[src/rtl/bet_scorer.sv]
// rtl/bet_scorer.sv - lottery bet scorer: latches a draw, scores serial 3-number tickets, sequences V/finish for the display stage
module bet_scorer #(
  parameter int PRIZE1      = 3,
  parameter int PRIZE2      = 27,
  parameter int PRIZE3      = 250,
  parameter int SUM_MAX     = 799,
  parameter int MAX_TICKETS = 15
) (
  input  logic        clk,
  input  logic        reset,
  input  logic        load_draw,
  input  logic [17:0] draw_in,
  input  logic [5:0]  N_in,
  input  logic        N_valid,
  input  logic        end_bets,
  output logic [9:0]  sum,
  output logic        V,
  output logic        finish,
  output logic [3:0]  tickets,
  output logic        err
);

  localparam logic [2:0] S_IDLE  = 3'd0;
  localparam logic [2:0] S_ARMED = 3'd1;
  localparam logic [2:0] S_BET   = 3'd2;
  localparam logic [2:0] S_CLOSE = 3'd3;
  localparam logic [2:0] S_FIN   = 3'd4;
  localparam logic [2:0] S_HOLD  = 3'd5;

  localparam logic [9:0]  P1   = 10'(PRIZE1);
  localparam logic [9:0]  P2   = 10'(PRIZE2);
  localparam logic [9:0]  P3   = 10'(PRIZE3);
  localparam logic [10:0] SMAX = 11'(SUM_MAX);
  localparam logic [3:0]  TMAX = 4'(MAX_TICKETS);

  logic [2:0] state_q, state_d;
  logic [5:0] d0_q, d0_d, d1_q, d1_d, d2_q, d2_d;
  logic [1:0] idx_q, idx_d;
  logic [1:0] mcnt_q, mcnt_d;
  logic [9:0] sum_q, sum_d;
  logic [3:0] tickets_q, tickets_d;
  logic       v_q, v_d;
  logic       fin_q, fin_d;
  logic       err_q, err_d;

  logic [5:0]  nd0, nd1, nd2;
  logic        draw_ok, n_ok, hit;
  logic [1:0]  total_hits;
  logic [9:0]  prize;
  logic [10:0] sum_wide;
  logic [9:0]  sum_sat;
  logic [3:0]  tickets_inc;

  function automatic logic num_ok(input logic [5:0] n);
    return (n >= 6'd1) && (n <= 6'd49);
  endfunction

  assign nd0 = draw_in[17:12];
  assign nd1 = draw_in[11:6];
  assign nd2 = draw_in[5:0];

  // Draw must be three legal, pairwise-distinct numbers, so a bet can hit at most one of them
  assign draw_ok = num_ok(nd0) && num_ok(nd1) && num_ok(nd2) &&
                   (nd0 != nd1) && (nd0 != nd2) && (nd1 != nd2);
  assign n_ok    = num_ok(N_in);
  assign hit     = (N_in == d0_q) || (N_in == d1_q) || (N_in == d2_q);

  // mcnt holds at most 2 before the third number, so the total fits in 2 bits
  assign total_hits  = mcnt_q + {1'b0, hit};
  assign sum_wide    = {1'b0, sum_q} + {1'b0, prize};
  assign sum_sat     = (sum_wide > SMAX) ? SMAX[9:0] : sum_wide[9:0];
  assign tickets_inc = tickets_q + 4'd1;

  // Prize table indexed by the completed ticket's match count
  always_comb begin
    prize = 10'd0;
    case (total_hits)
      2'd1:    prize = P1;
      2'd2:    prize = P2;
      2'd3:    prize = P3;
      default: prize = 10'd0;
    endcase
  end

  // Next-state logic for the game sequencer and the scoring datapath
  always_comb begin
    state_d   = state_q;
    d0_d      = d0_q;
    d1_d      = d1_q;
    d2_d      = d2_q;
    idx_d     = idx_q;
    mcnt_d    = mcnt_q;
    sum_d     = sum_q;
    tickets_d = tickets_q;
    v_d       = v_q;
    fin_d     = 1'b0;
    err_d     = 1'b0;
    case (state_q)
      S_IDLE: begin
        if (load_draw) begin
          if (draw_ok) begin
            d0_d    = nd0;
            d1_d    = nd1;
            d2_d    = nd2;
            state_d = S_ARMED;
          end else begin
            err_d = 1'b1;
          end
        end
      end
      S_ARMED, S_HOLD: begin
        // A new draw wins over a coincident bet number
        if (load_draw) begin
          if (draw_ok) begin
            d0_d = nd0;
            d1_d = nd1;
            d2_d = nd2;
          end else begin
            err_d = 1'b1;
          end
        end else begin
          if (N_valid && !n_ok) err_d = 1'b1;
          if ((state_q == S_ARMED) && end_bets) begin
            sum_d     = 10'd0;
            tickets_d = 4'd0;
            state_d   = S_CLOSE;
          end else if (N_valid && n_ok) begin
            sum_d     = 10'd0;
            tickets_d = 4'd0;
            v_d       = 1'b1;
            idx_d     = 2'd1;
            mcnt_d    = {1'b0, hit};
            state_d   = S_BET;
          end
        end
      end
      S_BET: begin
        if (N_valid) begin
          if (n_ok) begin
            if (idx_q == 2'd2) begin
              sum_d     = sum_sat;
              tickets_d = tickets_inc;
              idx_d     = 2'd0;
              mcnt_d    = 2'd0;
            end else begin
              idx_d  = idx_q + 2'd1;
              mcnt_d = total_hits;
            end
          end else begin
            err_d = 1'b1;
          end
        end
        // The number above is scored first; closing then discards any partial ticket
        if (end_bets || (N_valid && n_ok && (idx_q == 2'd2) && (tickets_inc == TMAX))) begin
          v_d     = 1'b0;
          idx_d   = 2'd0;
          mcnt_d  = 2'd0;
          state_d = S_CLOSE;
        end
      end
      S_CLOSE: begin
        v_d     = 1'b0;
        idx_d   = 2'd0;
        mcnt_d  = 2'd0;
        fin_d   = 1'b1;
        state_d = S_FIN;
      end
      S_FIN: begin
        state_d = S_HOLD;
      end
      default: begin
        state_d = S_IDLE;
      end
    endcase
  end

  // State registers with asynchronous active-low clear
  always_ff @(posedge clk or negedge reset) begin
    if (!reset) begin
      state_q   <= S_IDLE;
      d0_q      <= 6'd0;
      d1_q      <= 6'd0;
      d2_q      <= 6'd0;
      idx_q     <= 2'd0;
      mcnt_q    <= 2'd0;
      sum_q     <= 10'd0;
      tickets_q <= 4'd0;
      v_q       <= 1'b0;
      fin_q     <= 1'b0;
      err_q     <= 1'b0;
    end else begin
      state_q   <= state_d;
      d0_q      <= d0_d;
      d1_q      <= d1_d;
      d2_q      <= d2_d;
      idx_q     <= idx_d;
      mcnt_q    <= mcnt_d;
      sum_q     <= sum_d;
      tickets_q <= tickets_d;
      v_q       <= v_d;
      fin_q     <= fin_d;
      err_q     <= err_d;
    end
  end

  assign sum     = sum_q;
  assign V       = v_q;
  assign finish  = fin_q;
  assign tickets = tickets_q;
  assign err     = err_q;

endmodule

[config.mk]
export PLATFORM = sky130hd
export DESIGN_NAME = bet_scorer
export DESIGN_NICKNAME = d
export VERILOG_FILES = /design/src/rtl/bet_scorer.sv
export SDC_FILE = /design/constraint.sdc
export NUM_CORES = 1
export LEC_CHECK = 0
export CORE_MARGIN = 4
export CORE_UTILIZATION = 49
export DETAILED_ROUTE_END_ITERATION = 8
export PLACE_DENSITY = 0.78
export SYNTH_ARGS = -nofsm -noshare
export SYNTH_HDL_FRONTEND = slang
export SYNTH_SLANG_ARGS = --single-unit
[constraint.sdc]
create_clock -name clk -period 4.1 [get_ports clk]
set_clock_uncertainty 0.15 [all_clocks]
set_input_delay 0.41 -clock clk [delete_from_list [all_inputs] [get_ports clk]]
set_output_delay 0.41 -clock clk [all_outputs]
set_load 0.01 [all_outputs]
* Yosys cells after proc, flatten, opt, wreduce, memory -nomap -nowiden
Cells that the tools add are included. Widths: inputs -> output; s select.
Storage, ports and cells: flip-flop bits (word level) 42, latch bits 0, memory bits (writable) 0, memory bits (read-only) 0, input bits 29, output and inout port bits 17, logic and storage cells 132, memories kept 0
Operators by class: add/sub/neg operators 4, $mul 0, div/mod/pow operators 0, order comparisons 9, equal/unequal tests 28, shift-type cells 0, mux-type cells 52, bitwise logic cells 0, reduce and logical (&&, ||, !) cells 28
Operators with widths (number):
- $mux 10 | 7
- $mux 2 | 14
- $ge 6x1->1 const B | 4
- $le 6x6->1 const B | 4
- $mux 4 | 6
- $pmux 8 s3 | 1
- $pmux 10 s2 | 1
- $eq 6x6->1 | 3
- $mux 3 | 6
- $ne 2x2->1 const B | 9
- $ne 6x6->1 | 3
- $pmux 3 s5 | 1
- $logic_and 1x1->1 | 14
- $pmux 2 s3 | 2
- $reduce_and 6->1 | 2
- $add 10x10->11 | 1
- $gt 11x10->1 const B | 1
- $mux 1 | 11
- $reduce_and 5->1 | 2
- $ne 3x3->1 const B | 3
- $pmux 4 s2 | 1
- $eq 2x2->1 const B | 3
- $eq 3x2->1 const B | 2
- $eq 3x3->1 const B | 2
- other kinds (15) | 18

* Depth between registers and ports, before layout
depth in word-level cells 13, gate-level depth with buffers 17, gate-level depth less buffers 16

* Least setup slack after synthesis
OpenSTA, ideal clock, no wires.
path kind input to register, start point input port N_in[4], end point register sum_q[2], in the netlist sum[2], setup time 0.148 ns, arrival time 3.796 ns, required time 3.802 ns, setup slack 0.006 ns, stages on the path 16, path buffers 1, cells stage by stage clkbuf_1 xor2_1 nor4_1 nand3_1 nand3_1 ha_1 xor2_1 ha_1 ha_1 fa_1 nand4_1 a21oi_1 or3_1 or2_2 a211oi_2 a211oi_1
Between the ends: longest elaborated chain between the ends 13, elaborated cells on any way between the ends 24, classes of those cells 2 x add/sub; 3 x order compare; 8 x eq/ne; 6 x mux; 5 x reduce/logical
Ends and longest elaborated chain:
- start: declaration | line 13 | input logic [5:0] N_in,
- $eq 6x6->1 | line 66 | assign hit = (N_in == d0_q) || (N_in == d1_q) || (N_in == d2_q);
- $logic_or 1x1->1 (2 in a row) | line 66
- $add 2x1->2 | line 69 | assign total_hits = mcnt_q + {1'b0, hit};
- $eq 2x2->1 or $eq 2x1->1 (tied branches) | line 77 | case (total_hits)
- $pmux 8 s3 | line 77
- $add 10x10->11 | line 70 | assign sum_wide = {1'b0, sum_q} + {1'b0, prize};
- $gt 11x10->1 | line 71 | assign sum_sat = (sum_wide > SMAX) ? SMAX[9:0] : sum_wide[9:0];
- $mux 10 | line 71
- $mux 10 | line 140 | if (idx_q == 2'd2) begin
- $mux 10 | line 139 | if (n_ok) begin
- $mux 10 | line 138 | if (N_valid) begin
- $pmux 10 s2 | line 98 | case (state_q)
- end signal: assignment | line 198 | sum_q <= sum_d;
- end: declaration | line 40 | logic [9:0] sum_q, sum_d;
Parallel ways exist; a longest one is shown, timed or not. The select of a mux whose other input is x is not followed. A chain may end at the register's enable or synchronous reset.

* Worst setup path in the final report
start point register d0_q[2], end point register sum_q[2], in the netlist sum[2]
Between the ends: longest elaborated chain between the ends 13, elaborated cells on any way between the ends 15, classes of those cells 2 x add/sub; 1 x order compare; 4 x eq/ne; 6 x mux; 2 x reduce/logical
Ends and longest elaborated chain:
- start: declaration | line 37 | logic [5:0] d0_q, d0_d, d1_q, d1_d, d2_q, d2_d;
- start signal: assignment | line 181 | d0_q <= 6'd0;
- start signal: assignment | line 193 | d0_q <= d0_d;
- $eq 6x6->1 * | line 66
- $logic_or 1x1->1 * (2 in a row) | line 66
- $add 2x1->2 * | line 69
- $eq 2x2->1 or $eq 2x1->1 (tied branches) | line 77
- $pmux 8 s3 * | line 77
- $add 10x10->11 * | line 70
- $gt 11x10->1 | line 71
- $mux 10 * | line 71
- $mux 10 * | line 140
- $mux 10 * | line 139
- $mux 10 * | line 138
- $pmux 10 s2 * | line 98
Every way passes the cells marked *; elsewhere a longest branch is shown, timed or not. The select of a mux whose other input is x is not followed.

==> summary.md <==
| Metric | Value |
|---|---|
| Outcome | `finished, final reports clean` |
| Crit. Startpoint | `d0_q[2]` |
| Post-synth EDFFs | `0` |
| Largest family of logic cells by synthesized area | `simple AND/OR/NAND/NOR gates` |
| Arr. time, crit path | `4.00 ns` |
| Final instance area | `3750 um2` |
| GP Congestion | `0.873` |
| Post-Synthesis Net Count | `343` |
| Clk root buf | `clkbuf_8` |
| Top cells by area, synth | `dfrtp_1, xnor2_1, xor2_1` |
| Reg clk slew, reported paths | `0.08 ns` |
| Antenna cell count | `0` |
| Drt drc | `0` |
| Initial antenna violation count | `0` |
| Critical path class | `reg2reg` |
| CTS tree | `yes` |
| Total Nets Final | `408` |
| Vias per inst | `5.81` |
| Routed len/inst | `16.4 um` |
| Area Growth Syn to Fin | `28.6%` |
| Top-area cell type share of the netlist area | `36.0%` |
| Crit-path max FO | `4` |
| Netlist area before placement | `2920 um2` |
| Max VDD drop | `207 uV` |
| Req. time, crit path | `4.12 ns` |
| Total congestion overflow | `0` |
| Least-Margin Pin Slew | `0.917 ns` |
| Non-filler cells, final | `439` |
| Leakage | `1.68 nW` |
| Adder and majority gate portion of the synthesized area | `5.83%` |
| Critical Path Start Type | `register` |
| Number of synthesized register bits | `42` |
| Worst r2r path cells | `16` |
| Vias in the first global route | `2,372` |
| Hold slack final | `0.0931 ns` |
| Post-synthesis sequential area ratio | `36.0%` |
| Pre-CTS WS | `-0.633 ns` |
| Pre-Repair DR Iteration Count | `4` |
| Drt initial violations | `109` |
| Clock buffer count from CTS | `5` |
| Most common cell in the netlist | `dfrtp_1` |
| Die area | `7250 um2` |
| Cell area power density | `424 nW/um2` |
| Chip height | `85.2 um` |
| Initial Util | `51.7%` |
| Syn avg cell area | `9.69 um2` |
| CP endpoint kind | `register` |
| PortBufs | `45` |
| H-tree depth | `2` |
| # Max-Cap Violations | `0` |
| R2R Setup Slk | `0.12 ns` |
| Vias | `2,551` |
| RR Startpoint | `d0_q[2]` |
| Final hold vios | `0` |
| Placement Cell Area | `3570 um2` |
| Worst-skew pair later-pin latency | `0.30 ns` |
| Reg2reg end | `sum[2]` |
| Clock sink count | `42` |
| Top_reg_cell synth | `dfrtp_1` |
| Syn Inst Count | `301` |
| Fin crit share | `97.0%` |
| Clock buffer depth | `2` |
| Leading area contributor after synthesis | `dfrtp_1` |
| Setup violators final | `0` |
| FILL cells | `452` |
| Routed Wire Length | `7200 um` |
| First-pass GRT wire length | `11,700 um` |
| Layout cell share with drive strength beyond 1 | `19.3%` |
| Rel. slew slack | `38.9%` |
| GRT Util Overall | `19.9%` |
| Worst min path class | `in2async` |
| Boundary Pins | `46` |
| Post-DP HPWL | `5400 um` |
| Synth Area in Compound Gates | `16.0%` |
| Core area | `5640 um2` |
| Slew Viols, Final | `0` |
| Largest net degree at the start of global routing | `43` |
| Chip Width | `85.2 um` |
| Yosys Warn Count | `0` |
| Mux cell area share after synthesis | `8.24%` |
| Yosys cell types | `56` |
| Placed Cells | `429` |
| Max Clk Rate | `251 MHz` |
| Post-layout util | `66.5%` |
| Setup ws final | `0.121 ns` |
| Final ANT Viol Nets | `0` |
| Num rows | `27` |
| Async SR Flop Fraction | `100%` |
| Synth Area in Simple Gates | `18.0%` |
| Most frequent cells after synthesis | `dfrtp_1, a21oi_1, xnor2_1, xor2_1, o21ai_0` |
| Post-route minimum period | `3.98 ns` |
| Xor and xnor fraction of the mapped netlist area | `13.2%` |
-- worst max-delay path, stage by stage (launching register included) --
cell	delay [ns]
dfrtp_1	0.41
xor2_1	0.15
nor4_1	0.33
nand3_1	0.15
nand3_2	0.13
ha_4	0.14
xor2_1	0.15
ha_1	0.25
ha_2	0.19
fa_2	0.35
buf_4	0.16
or4_4	0.55
a21oi_4	0.19
nor4bb_4	0.07
a211oi_2	0.26
buf_4	0.17
a211oi_1	0.06
-- final cells by class --
class	count	area, um2	share of cell area, %
clock buffer	6	82.6	2.20
tap	72	90.1	2.40
multi-input combinational	240	1870	49.8
timing repair buffer	69	616	16.4
sequential	42	1050	28.0
inverter	8	30.0	0.801
clock inverter	2	12.5	0.334
-- layer usage --
layer	GRT usage (%)	vias up	wire length, um
met1	28.5	1243	3420
met4	5.90	0	138
met3	3.79	16	324
met2	30.5	62	3310
li1	-	1230	-
met5	0	-	0
-- power by group --
group | total (mW) | internal, mW | switching, mW | leakage, nW
logic | 0.644 | 0.352 | 0.292 | 1.10
registers | 0.666 | 0.542 | 0.124 | 0.534
clock network | 0.278 | 0.135 | 0.143 | 0.0472
total | 1.59 | 1.03 | 0.559 | 1.68
-- how the worst max path moves through the flow --
stage	end	slack, ns	cells past startpoint
6_report	sum[2]	0.12	16
5_1_grt	sum[2]	-0.05	18
4_1_cts	sum[2]	0.03	17
3_5_place_dp	sum[2]	-0.63	16
3_3_place_gp	sum[2]	-0.54	16
2_1_floorplan	sum[2]	0.006	16
-- layout by cell type, fill, tap and decap left out, types with 2 or more instances in the layout --
cell type | synthesis | routed
clkdlybuf4s50_1 | 0 | 39
clkbuf_8 | 0 | 6
a211oi_1 | 3 | 3
xor2_1 | 22 | 22
nor3_1 | 11 | 11
a31oi_1 | 3 | 3
nand4_1 | 6 | 6
nand3b_1 | 2 | 2
a21oi_1 | 22 | 20
dlygate4sd2_1 | 0 | 4
and2_1 | 2 | 2
buf_4 | 0 | 24
or3_1 | 5 | 5
o21ai_1 | 1 | 4
ha_1 | 12 | 10
mux2_2 | 8 | 8
o21ai_0 | 17 | 14
nor2b_1 | 7 | 7
nor2_1 | 14 | 14
o41ai_1 | 4 | 4
dfrtp_1 | 42 | 42
o311ai_0 | 3 | 3
a22o_1 | 3 | 3
mux2_4 | 10 | 10
inv_1 | 8 | 8
nand2b_1 | 6 | 6
xnor2_1 | 22 | 22
nor4_1 | 3 | 2
nand3_1 | 10 | 9
nand2_1 | 16 | 16
-- through the flow --
stage	total power, mW	setup TNS, ns
floorplan	1.09	0
global placement	1.26	-4.19
detailed placement	1.28	-5.08
CTS	1.58	0
global route	1.70	-0.217
finish	1.59	0
-- timing repair --
action,4_1_cts,5_1_grt
resized for setup,14,12
pin swaps,3,6
buffers inserted,2,0
endpoints found under the setup margin,8,8
hold buffers,0,0
-- sequential cells by signal, summed over array words and instances, names as in the netlist --
name	count
sum	10
d0_q	6
d1_q	6
d2_q	6
tickets	4
state_q	3
idx_q	2
mcnt_q	2
V	1
err	1
finish	1
-- logic make-up (layout without fill, tap and decap cells) --
family	Yosys count	in the layout
xor gates and xnor gates	44	44
DFF	42	42
and+or+nand+nor	93	93
buffers and inverters	19	85
adders and majority gates	13	13
muxes	18	18
AOI/OAI and AO/OA	72	72
No activity file was read; power rests on OpenSTA's default activity.
